--- config.mk ---
export PLATFORM = sky130hd
export DESIGN_NAME = cpu6502_lite
export DESIGN_NICKNAME = d
export VERILOG_FILES = /design/src/rtl/cpu6502_lite.sv
export SDC_FILE = /design/constraint.sdc
export NUM_CORES = 1
export LEC_CHECK = 0
export CAP_MARGIN = 10
export CORE_MARGIN = 10
export CORE_UTILIZATION = 60
export CTS_CLUSTER_DIAMETER = 200
export CTS_CLUSTER_SIZE = 30
export DETAILED_ROUTE_END_ITERATION = 12
export GPL_ROUTABILITY_DRIVEN = 1
export PLACE_DENSITY = 0.84
export SLEW_MARGIN = 20
export SYNTH_ARGS = -nofsm -noshare
export SYNTH_HDL_FRONTEND = slang
export SYNTH_SLANG_ARGS = --single-unit
--- constraint.sdc ---
create_clock -name clk -period 10.2 [get_ports clk]
set_input_delay 2.04 -clock clk [delete_from_list [all_inputs] [get_ports clk]]
set_output_delay 2.04 -clock clk [all_outputs]
set_load 0.05 [all_outputs]
--- src/rtl/cpu6502_lite.sv ---
// cpu6502_lite: multicycle 8-bit core running a 6502 subset (flags, zero page, JMP, BNE/BEQ).
// Define CPU_ILLEGAL_TRAP_EN to halt on undefined opcodes; otherwise they execute as NOPs.
module cpu6502_lite #(
    parameter int unsigned ADDR_W   = 16,
    parameter logic [15:0] RESET_PC = 16'h0000
) (
    input  logic              clk,
    input  logic              reset,
    input  logic [7:0]        din,
    output logic [ADDR_W-1:0] addr,
    output logic [7:0]        dout,
    output logic              we,
    output logic              sync,
    output logic              halted,
    output logic [7:0]        a_out,
    output logic [7:0]        x_out,
    output logic [7:0]        y_out,
    output logic [ADDR_W-1:0] pc_out,
    output logic [7:0]        opcode_out,
    output logic [3:0]        flags_out
);

    localparam int unsigned ZP_PAD_W = ADDR_W - 8;

    localparam logic [7:0] OP_TAX    = 8'hAA;
    localparam logic [7:0] OP_TXA    = 8'h8A;
    localparam logic [7:0] OP_INX    = 8'hE8;
    localparam logic [7:0] OP_DEX    = 8'hCA;
    localparam logic [7:0] OP_INY    = 8'hC8;
    localparam logic [7:0] OP_DEY    = 8'h88;
    localparam logic [7:0] OP_SEC    = 8'h38;
    localparam logic [7:0] OP_CLC    = 8'h18;
    localparam logic [7:0] OP_NOP    = 8'hEA;
    localparam logic [7:0] OP_LDA_I  = 8'hA9;
    localparam logic [7:0] OP_LDX_I  = 8'hA2;
    localparam logic [7:0] OP_LDY_I  = 8'hA0;
    localparam logic [7:0] OP_AND_I  = 8'h29;
    localparam logic [7:0] OP_ORA_I  = 8'h09;
    localparam logic [7:0] OP_EOR_I  = 8'h49;
    localparam logic [7:0] OP_ADC_I  = 8'h69;
    localparam logic [7:0] OP_SBC_I  = 8'hE9;
    localparam logic [7:0] OP_LDA_ZP = 8'hA5;
    localparam logic [7:0] OP_STA_ZP = 8'h85;
    localparam logic [7:0] OP_JMP    = 8'h4C;
    localparam logic [7:0] OP_BNE    = 8'hD0;
    localparam logic [7:0] OP_BEQ    = 8'hF0;

`ifdef CPU_ILLEGAL_TRAP_EN
    typedef enum logic [1:0] {S_FETCH, S_EXEC0, S_EXEC1, S_HALT} state_t;

    function automatic logic is_legal(input logic [7:0] op);
        case (op)
            OP_TAX, OP_TXA, OP_INX, OP_DEX, OP_INY, OP_DEY, OP_SEC, OP_CLC, OP_NOP,
            OP_LDA_I, OP_LDX_I, OP_LDY_I, OP_AND_I, OP_ORA_I, OP_EOR_I, OP_ADC_I,
            OP_SBC_I, OP_LDA_ZP, OP_STA_ZP, OP_JMP, OP_BNE, OP_BEQ: is_legal = 1'b1;
            default: is_legal = 1'b0;
        endcase
    endfunction
`else
    typedef enum logic [1:0] {S_FETCH, S_EXEC0, S_EXEC1} state_t;
`endif

    state_t            r_state, w_state_nxt;
    logic [ADDR_W-1:0] r_pc, w_pc_nxt;
    logic [7:0]        r_a, r_x, r_y, r_opcode, r_lo;
    logic [7:0]        w_a_nxt, w_x_nxt, w_y_nxt, w_op_nxt, w_lo_nxt;
    logic              r_n, r_v, r_z, r_c;
    logic              w_n_nxt, w_v_nxt, w_z_nxt, w_c_nxt;

    logic [ADDR_W-1:0] w_pc_inc, w_rel, w_br_tgt, w_zp_addr;
    logic [15:0]       w_jmp;
    logic [7:0]        w_alu_m, w_res;
    logic [8:0]        w_sum;
    logic              w_ovf, w_set_nz, w_is_zp, w_needs_ex1;

    assign w_pc_inc    = r_pc + ADDR_W'(1);
    assign w_rel       = {{ZP_PAD_W{din[7]}}, din};
    assign w_br_tgt    = w_pc_inc + w_rel;
    assign w_zp_addr   = {{ZP_PAD_W{1'b0}}, r_lo};
    assign w_jmp       = {din, r_lo};
    // SBC is ADC of the inverted operand; C=1 then means no borrow
    assign w_alu_m     = (r_opcode == OP_SBC_I) ? ~din : din;
    assign w_sum       = {1'b0, r_a} + {1'b0, w_alu_m} + {8'd0, r_c};
    assign w_ovf       = (r_a[7] == w_alu_m[7]) && (w_sum[7] != r_a[7]);
    assign w_is_zp     = (r_opcode == OP_LDA_ZP) || (r_opcode == OP_STA_ZP);
    assign w_needs_ex1 = w_is_zp || (r_opcode == OP_JMP);

    always_ff @(posedge clk) begin
        if (reset) r_state <= S_FETCH;
        else       r_state <= w_state_nxt;
    end

    always_comb begin
        w_state_nxt = r_state;
        case (r_state)
            S_FETCH: begin
                w_state_nxt = S_EXEC0;
`ifdef CPU_ILLEGAL_TRAP_EN
                if (!is_legal(din)) w_state_nxt = S_HALT;
`endif
            end
            S_EXEC0: w_state_nxt = w_needs_ex1 ? S_EXEC1 : S_FETCH;
            S_EXEC1: w_state_nxt = S_FETCH;
            default: w_state_nxt = r_state;
        endcase
    end

    // Bus outputs; the write strobe is masked by reset so an aborted STA never writes
    always_comb begin
        addr = r_pc;
        sync = 1'b0;
        we   = 1'b0;
        dout = r_a;
        case (r_state)
            S_FETCH: sync = 1'b1;
            S_EXEC1: begin
                if (w_is_zp) addr = w_zp_addr;
                if ((r_opcode == OP_STA_ZP) && !reset) we = 1'b1;
            end
            default: ;
        endcase
    end

    always_comb begin
        w_a_nxt  = r_a;
        w_x_nxt  = r_x;
        w_y_nxt  = r_y;
        w_n_nxt  = r_n;
        w_v_nxt  = r_v;
        w_z_nxt  = r_z;
        w_c_nxt  = r_c;
        w_pc_nxt = r_pc;
        w_op_nxt = r_opcode;
        w_lo_nxt = r_lo;
        w_res    = 8'h00;
        w_set_nz = 1'b0;
        case (r_state)
            S_FETCH: begin
                w_op_nxt = din;
                w_pc_nxt = w_pc_inc;
            end
            S_EXEC0: begin
                case (r_opcode)
                    OP_TAX:   begin w_x_nxt = r_a;          w_res = w_x_nxt; w_set_nz = 1'b1; end
                    OP_TXA:   begin w_a_nxt = r_x;          w_res = w_a_nxt; w_set_nz = 1'b1; end
                    OP_INX:   begin w_x_nxt = r_x + 8'd1;   w_res = w_x_nxt; w_set_nz = 1'b1; end
                    OP_DEX:   begin w_x_nxt = r_x - 8'd1;   w_res = w_x_nxt; w_set_nz = 1'b1; end
                    OP_INY:   begin w_y_nxt = r_y + 8'd1;   w_res = w_y_nxt; w_set_nz = 1'b1; end
                    OP_DEY:   begin w_y_nxt = r_y - 8'd1;   w_res = w_y_nxt; w_set_nz = 1'b1; end
                    OP_SEC:   w_c_nxt = 1'b1;
                    OP_CLC:   w_c_nxt = 1'b0;
                    OP_LDA_I: begin w_a_nxt = din;          w_res = din;     w_set_nz = 1'b1; w_pc_nxt = w_pc_inc; end
                    OP_LDX_I: begin w_x_nxt = din;          w_res = din;     w_set_nz = 1'b1; w_pc_nxt = w_pc_inc; end
                    OP_LDY_I: begin w_y_nxt = din;          w_res = din;     w_set_nz = 1'b1; w_pc_nxt = w_pc_inc; end
                    OP_AND_I: begin w_a_nxt = r_a & din;    w_res = w_a_nxt; w_set_nz = 1'b1; w_pc_nxt = w_pc_inc; end
                    OP_ORA_I: begin w_a_nxt = r_a | din;    w_res = w_a_nxt; w_set_nz = 1'b1; w_pc_nxt = w_pc_inc; end
                    OP_EOR_I: begin w_a_nxt = r_a ^ din;    w_res = w_a_nxt; w_set_nz = 1'b1; w_pc_nxt = w_pc_inc; end
                    OP_ADC_I, OP_SBC_I: begin
                        w_a_nxt  = w_sum[7:0];
                        w_c_nxt  = w_sum[8];
                        w_v_nxt  = w_ovf;
                        w_res    = w_sum[7:0];
                        w_set_nz = 1'b1;
                        w_pc_nxt = w_pc_inc;
                    end
                    OP_LDA_ZP, OP_STA_ZP, OP_JMP: begin
                        w_lo_nxt = din;
                        w_pc_nxt = w_pc_inc;
                    end
                    OP_BNE:   w_pc_nxt = r_z ? w_pc_inc : w_br_tgt;
                    OP_BEQ:   w_pc_nxt = r_z ? w_br_tgt : w_pc_inc;
                    default:  ;
                endcase
            end
            S_EXEC1: begin
                case (r_opcode)
                    OP_LDA_ZP: begin w_a_nxt = din; w_res = din; w_set_nz = 1'b1; end
                    OP_JMP:    w_pc_nxt = w_jmp[ADDR_W-1:0];
                    default:   ;
                endcase
            end
            default: ;
        endcase
        if (w_set_nz) begin
            w_n_nxt = w_res[7];
            w_z_nxt = (w_res == 8'h00);
        end
    end

    always_ff @(posedge clk) begin
        if (reset) begin
            r_a      <= 8'h00;
            r_x      <= 8'h00;
            r_y      <= 8'h00;
            r_n      <= 1'b0;
            r_v      <= 1'b0;
            r_z      <= 1'b0;
            r_c      <= 1'b0;
            r_pc     <= RESET_PC[ADDR_W-1:0];
            r_opcode <= OP_NOP;
            r_lo     <= 8'h00;
        end else begin
            r_a      <= w_a_nxt;
            r_x      <= w_x_nxt;
            r_y      <= w_y_nxt;
            r_n      <= w_n_nxt;
            r_v      <= w_v_nxt;
            r_z      <= w_z_nxt;
            r_c      <= w_c_nxt;
            r_pc     <= w_pc_nxt;
            r_opcode <= w_op_nxt;
            r_lo     <= w_lo_nxt;
        end
    end

`ifdef CPU_ILLEGAL_TRAP_EN
    assign halted = (r_state == S_HALT);
`else
    assign halted = 1'b0;
`endif

    assign a_out      = r_a;
    assign x_out      = r_x;
    assign y_out      = r_y;
    assign pc_out     = r_pc;
    assign opcode_out = r_opcode;
    assign flags_out  = {r_n, r_v, r_z, r_c};

endmodule

# --- After elaboration in Yosys (flattened, before gate mapping) ---
# Index checks and enable logic that the tools add are counted.
# W data, S select, Z words.
totals:
  register_bits: 62
  out_inout_bits: 79
  inputBits: 10
op_classes:
  bitwise_logic: 4
  add_sub_neg: 8
  n_mux: 25
  n_eq_ne: 29
  n_reduce_logical: 24
ops:
  columns: ["operator", "count"]
  rows:
  - ["$eq A8 B8 Y1 const B", 14]
  - ["$pmux W16 S3", 2]
  - ["$pmux W8 S11", 1]
  - ["$mux W16", 5]
  - ["$pmux W8 S6", 1]
  - ["$pmux W8 S2", 2]
  - ["$pmux W8 S4", 1]
  - ["$eq A8 B7 Y1 const B", 3]
  - ["$mux W8", 3]
  - ["$pmux W8 S3", 1]
  - ["$add A16 B1 Y16 const B", 1]
  - ["$add A16 B16 Y16", 1]
  - ["$add A8 B1 Y8 const B", 2]
  - ["$eq A8 B6 Y1 const B", 2]
  - ["$sub A8 B1 Y8 const B", 2]
  - ["$reduce_or A14 Y1", 1]
  - ["$reduce_or A11 Y1", 1]
  - ["$reduce_and A2 Y1", 5]
  - ["$add A8 B8 Y9", 1]
  - ["$add A9 B1 Y9", 1]
  - ["$reduce_bool A3 Y1", 3]
  - ["$and A8 B8 Y8", 1]
  - ["$eq A8 B4 Y1 const B", 1]
  - ["$eq A8 B5 Y1 const B", 1]
  - ["25 further kinds", 34]

# --- Logic depth before layout (Yosys ltp) ---
logic_depth:
  depth_word: 7
  depth_mapped: 17
  depth_no_buf: 16

# --- Worst setup path after synthesis ---
# Ideal clock, no wire load.
synth_timing:
  kind: "in2out"
  from: "input port reset"
  to: "output port we"
  required_ns: 8.160
  stages: 2
  slack_ns: 4.837
  t_arrival_ns: 3.323
  n_path_buf: 1
  path_cell_list: "clkbuf_1 -> nor3_1"
synth_via:
  elab_chain_cells: 4
synth_rtl:
  columns: ["element", "line", "rtl"]
  rows:
  - ["start, declared", "8", "input logic reset,"]
  - ["$logic_not A1 Y1", "118", "if ((r_opcode == OP_STA_ZP) && !reset) we = 1'b1;"]
  - ["$logic_and A1 B1 Y1", "118", null]
  - ["$mux W1", "118", null]
  - ["$mux W1", "114", "case (r_state)"]
  - ["end, declared", "12", "output logic we,"]
# No other way between the ends.

# --- Worst setup path after layout ---
layout_timing:
  from: "register r_state[0]"
  to: "output port addr[7]"
layout_via:
  elab_chain_cells: 2
layout_rtl:
  columns: ["element", "line", "rtl"]
  rows:
  - ["start, declared", "63", "state_t r_state, w_state_nxt;"]
  - ["start signal, assigned", "90", "else r_state <= w_state_nxt;"]
  - ["$eq A2 B2 Y1", "114", null]
  - ["$mux W16", "114", null]
  - ["end, declared", "10", "output logic [ADDR_W-1:0] addr,"]
# No other way between the ends.

==> results.sh <==
export IMPL_status="complete, no violations"
export IMPL_ys_ff_latch=62
export IMPL_vias=6907
export IMPL_cts_num_sinks=62
export IMPL_start_kind="register"
export IMPL_area_growth_pct=15.9
export IMPL_synth_top_area_share_pct=19.6
export IMPL_path_buf_inv=2
export IMPL_htree_num_levels=3
export IMPL_die_area_mm2=0.0151
export IMPL_antenna_found_initial=0
export IMPL_post_cts_buffers=0
export IMPL_drtAntennaViolNets=0
export IMPL_die_h_um=123
export IMPL_critPathTopFamily="buffers and inverters"
export IMPL_max_cap_violations=0
export IMPL_min_from="r_v"
export IMPL_fin_ws_ps=4460
export IMPL_crit_chain="inv_1, ha_1, nand3_1, mux2_2, clkdlybuf4s50_1"
export IMPL_wire_per_inst_um=21.6
export IMPL_postPlaceCellArea_mm2=0.00711
export IMPL_finalWeightedCongestion=0.929
export IMPL_synthCells=846
export IMPL_synth_flop_cell="dfxtp_1"
export IMPL_timing_slew_headroom_pct=30.4
export IMPL_fin_crit_ps=5740
export IMPL_pwr_share_comb_pct=35.9
export IMPL_syn_area_mm2=0.00634
export IMPL_cpMaxStageDelayCell="ha_1"
export IMPL_place_port_buffers=87
export IMPL_worstReg2RegStart="opcode_out[3]"
export IMPL_finalHoldViolCount=0
export IMPL_clk_latency_ps=370
export IMPL_holdCritPathClass="reg2reg"
export IMPL_final_common_cell="nor2_1"
export IMPL_track_usage_pct=28.9
export IMPL_synth_cell_types=92
export IMPL_worstSetupPathType="reg2out"
export IMPL_hold_depth=2
export IMPL_critPathMaxFanout=24
export IMPL_finClkSkew_ps=7.69
export IMPL_drt_iter0_drc=877
export IMPL_drive_above_1_share_pct=7.61
export IMPL_numCtsBuffers=9
export IMPL_pin_count=89
export IMPL_ys_async_sr_fraction_pct=0
export IMPL_start_util_pct=61.4
export IMPL_finalCritPeriodShare_pct=56.3
export IMPL_ir_worst_vdd_uv=76.7
export IMPL_cts_root_buf="clkbuf_8"
export IMPL_rsz0062_at_grt="false"
export IMPL_ctsHoldBuffers=0
export IMPL_fmax_mhz=174
export IMPL_crit_reg2reg_capture="r_z"
export IMPL_viasPerCell=6.71
export IMPL_p_per_area_mw_per_mm2=116
export IMPL_hold_path_end="r_v"
export IMPL_power_frac_clock_pct=31.0
export IMPL_clockBufferDepth=2
export IMPL_synth_edf_count=0
export IMPL_drv_slew=0
export IMPL_grt_max_degree=50
export IMPL_n_antenna_cell=0
export IMPL_cts_clk_slew_worst_paths_ps=80
export IMPL_p_int_w=0.000517
export IMPL_setup_viol=0
export IMPL_critPathMaxStageDelay_ps=850
export IMPL_dr_pass1_iters=6
export IMPL_cp_required_ps=8160
export IMPL_synth_top_area_cell="dfxtp_1"
export IMPL_worstMarginPinSlew_ps=1040
export IMPL_grt_pass1_wl_mm=35.0
export IMPL_final_area_mm2=0.00735
export IMPL_pre_cts_ws_ps=4620
export IMPL_synth_warnings=0
export IMPL_p_leak_nw=2.83
export IMPL_synth_area_top_cells="dfxtp_1, ha_1, nor2_1"
export IMPL_synth_fp_nets=906
export IMPL_hpwl_mm=15.7
export IMPL_grt_ovfl_total=0
export IMPL_grt_pass1_vias=6570
export IMPL_cts_tree="built"
export IMPL_wirelength_mm=22.2
export IMPL_swShare_pct=39.1
export IMPL_drt_drc_violations_left=0
export IMPL_rows=37
export IMPL_end_kind="output pin"
export IMPL_rrSetupSlack_ps=5740
export IMPL_core_mm2=0.0103
export IMPL_arrival_ps=3700
export IMPL_power_switching_w=0.000332
export IMPL_r2r_cells=16
export IMPL_nets=948
export IMPL_dieWidth_um=123
export IMPL_ctsResizeCount=0
export IMPL_mostFrequentLayoutCells="nor2_1, clkdlybuf4s50_1, nand2_1, dfxtp_1, ha_1"
export IMPL_avgSynthCellArea_um2=7.50
export IMPL_synth_seq_area_share_pct=19.6
export IMPL_tns_ps=0
export IMPL_p_seq_share_pct=33.2
==> cell usage after synthesis (5+ instances only) <==
master	count
nor2_1	97
nand2_1	73
dfxtp_1	62
ha_1	47
a21oi_1	46
o21ai_0	46
inv_1	38
clkbuf_1	33
xnor2_1	32
a22oi_1	25
nand3_1	25
a211oi_1	24
buf_4	16
and2_1	15
nor3_1	14
xor2_1	13
a31oi_1	12
and3_1	12
buf_2	12
o21ai_1	11
nor2b_1	10
mux2_2	9
a311oi_1	8
mux2i_1	8
nand4_1	8
o221ai_1	7
o22ai_1	7
a21o_1	6
nand2b_1	6
nor4_1	6
a2bb2oi_1	5
o211ai_1	5
or3_1	5
==> per-stage QoR <==
| stage | util [%] | std cells | power [W] | hold slack [ps] |
|---|---|---|---|---|
| floorplan | - | 846 | 0.000501 | 432 |
| global placement | 68.8 | 1012 | 0.000576 | 443 |
| detailed placement | 68.8 | 1012 | 0.000583 | 454 |
| CTS | 71.1 | 1028 | 0.000845 | 465 |
| global route | 71.2 | 1029 | 0.000883 | 512 |
| finish | 71.2 | 1029 | 0.000850 | 462 |
==> per-layer routing <==
metal | up-vias | GRT usage [%] | part of all wire, %
met5 | - | 0 | 0
met4 | 0 | 14.3 | 4.2
met3 | 74 | 7.16 | 12
met2 | 435 | 46.5 | 46
met1 | 3234 | 35.2 | 38
li1 | 3164 | - | -
==> worst reg2reg max path: stages (launching register included) <==
cell,delay (ps)
dfxtp_1,590
nor3b_2,400
nand2_1,170
nor2_1,350
nand2_1,380
xnor2_1,300
fa_1,220
inv_1,60
fa_1,400
a21o_1,200
a21oi_1,170
xnor2_1,90
a211oi_1,410
nand4_1,160
nor4_1,240
a31oi_1,120
o21ai_1,130
==> sequential cells by signal, summed over array words and instances, names as in the netlist <==
signal / flops
pc_out: 16
r_z: 1
r_v: 1
r_state: 2
r_lo: 8
r_n: 1
x_out: 8
r_c: 1
y_out: 8
opcode_out: 8
a_out: 8
==> final cells by class <==
class	instances	area, um^2
multi-input cells	679	4620
fillers	863	2970
flip-flops and latches	62	1240
repair buffers	97	941
well taps	136	170
clock buffers	11	151
inverters	39	146
clock inverters	5	81.3
==> power by group through the flow <==
stage / sequential (W) / combinational (W) / clock [W]
detailed placement: 0.000286 / 0.000297 / 0
global route: 0.000284 / 0.000327 / 0.000272
global placement: 0.000286 / 0.000291 / 0
floorplan: 0.000312 / 0.000189 / 0
CTS: 0.000281 / 0.000300 / 0.000264
finish: 0.000282 / 0.000305 / 0.000263
==> kinds of logic (layout without fill, tap and decap cells) <==
logic type / after synthesis / in the layout / share of synthesized area (%)
flip-flops: 62 / 62 / 19.6
AO/OA/AOI/OAI: 254 / 254 / 27.7
XOR/XNOR: 45 / 45 / 6.22
other: 1 / 1 / 0.0591
buffers and inverters: 105 / 152 / 7.64
AND/OR/NAND/NOR: 312 / 312 / 25.8
adder cells (fa/ha/maj): 50 / 50 / 10.2
multiplexers: 17 / 17 / 2.86
==> worst max path at each step <==
stage | from | depth (start not counted) | to | slack, ps
after floorplan | reset | 2 | we | 4840
after global placement | reset | 4 | we | 4630
after detailed placement | reset | 4 | we | 4620
after CTS | r_state[0] | 5 | addr[7] | 4510
after global routing | r_state[0] | 5 | addr[7] | 4290
final | r_state[0] | 5 | addr[7] | 4460
(Power assumes the default switching activity.)
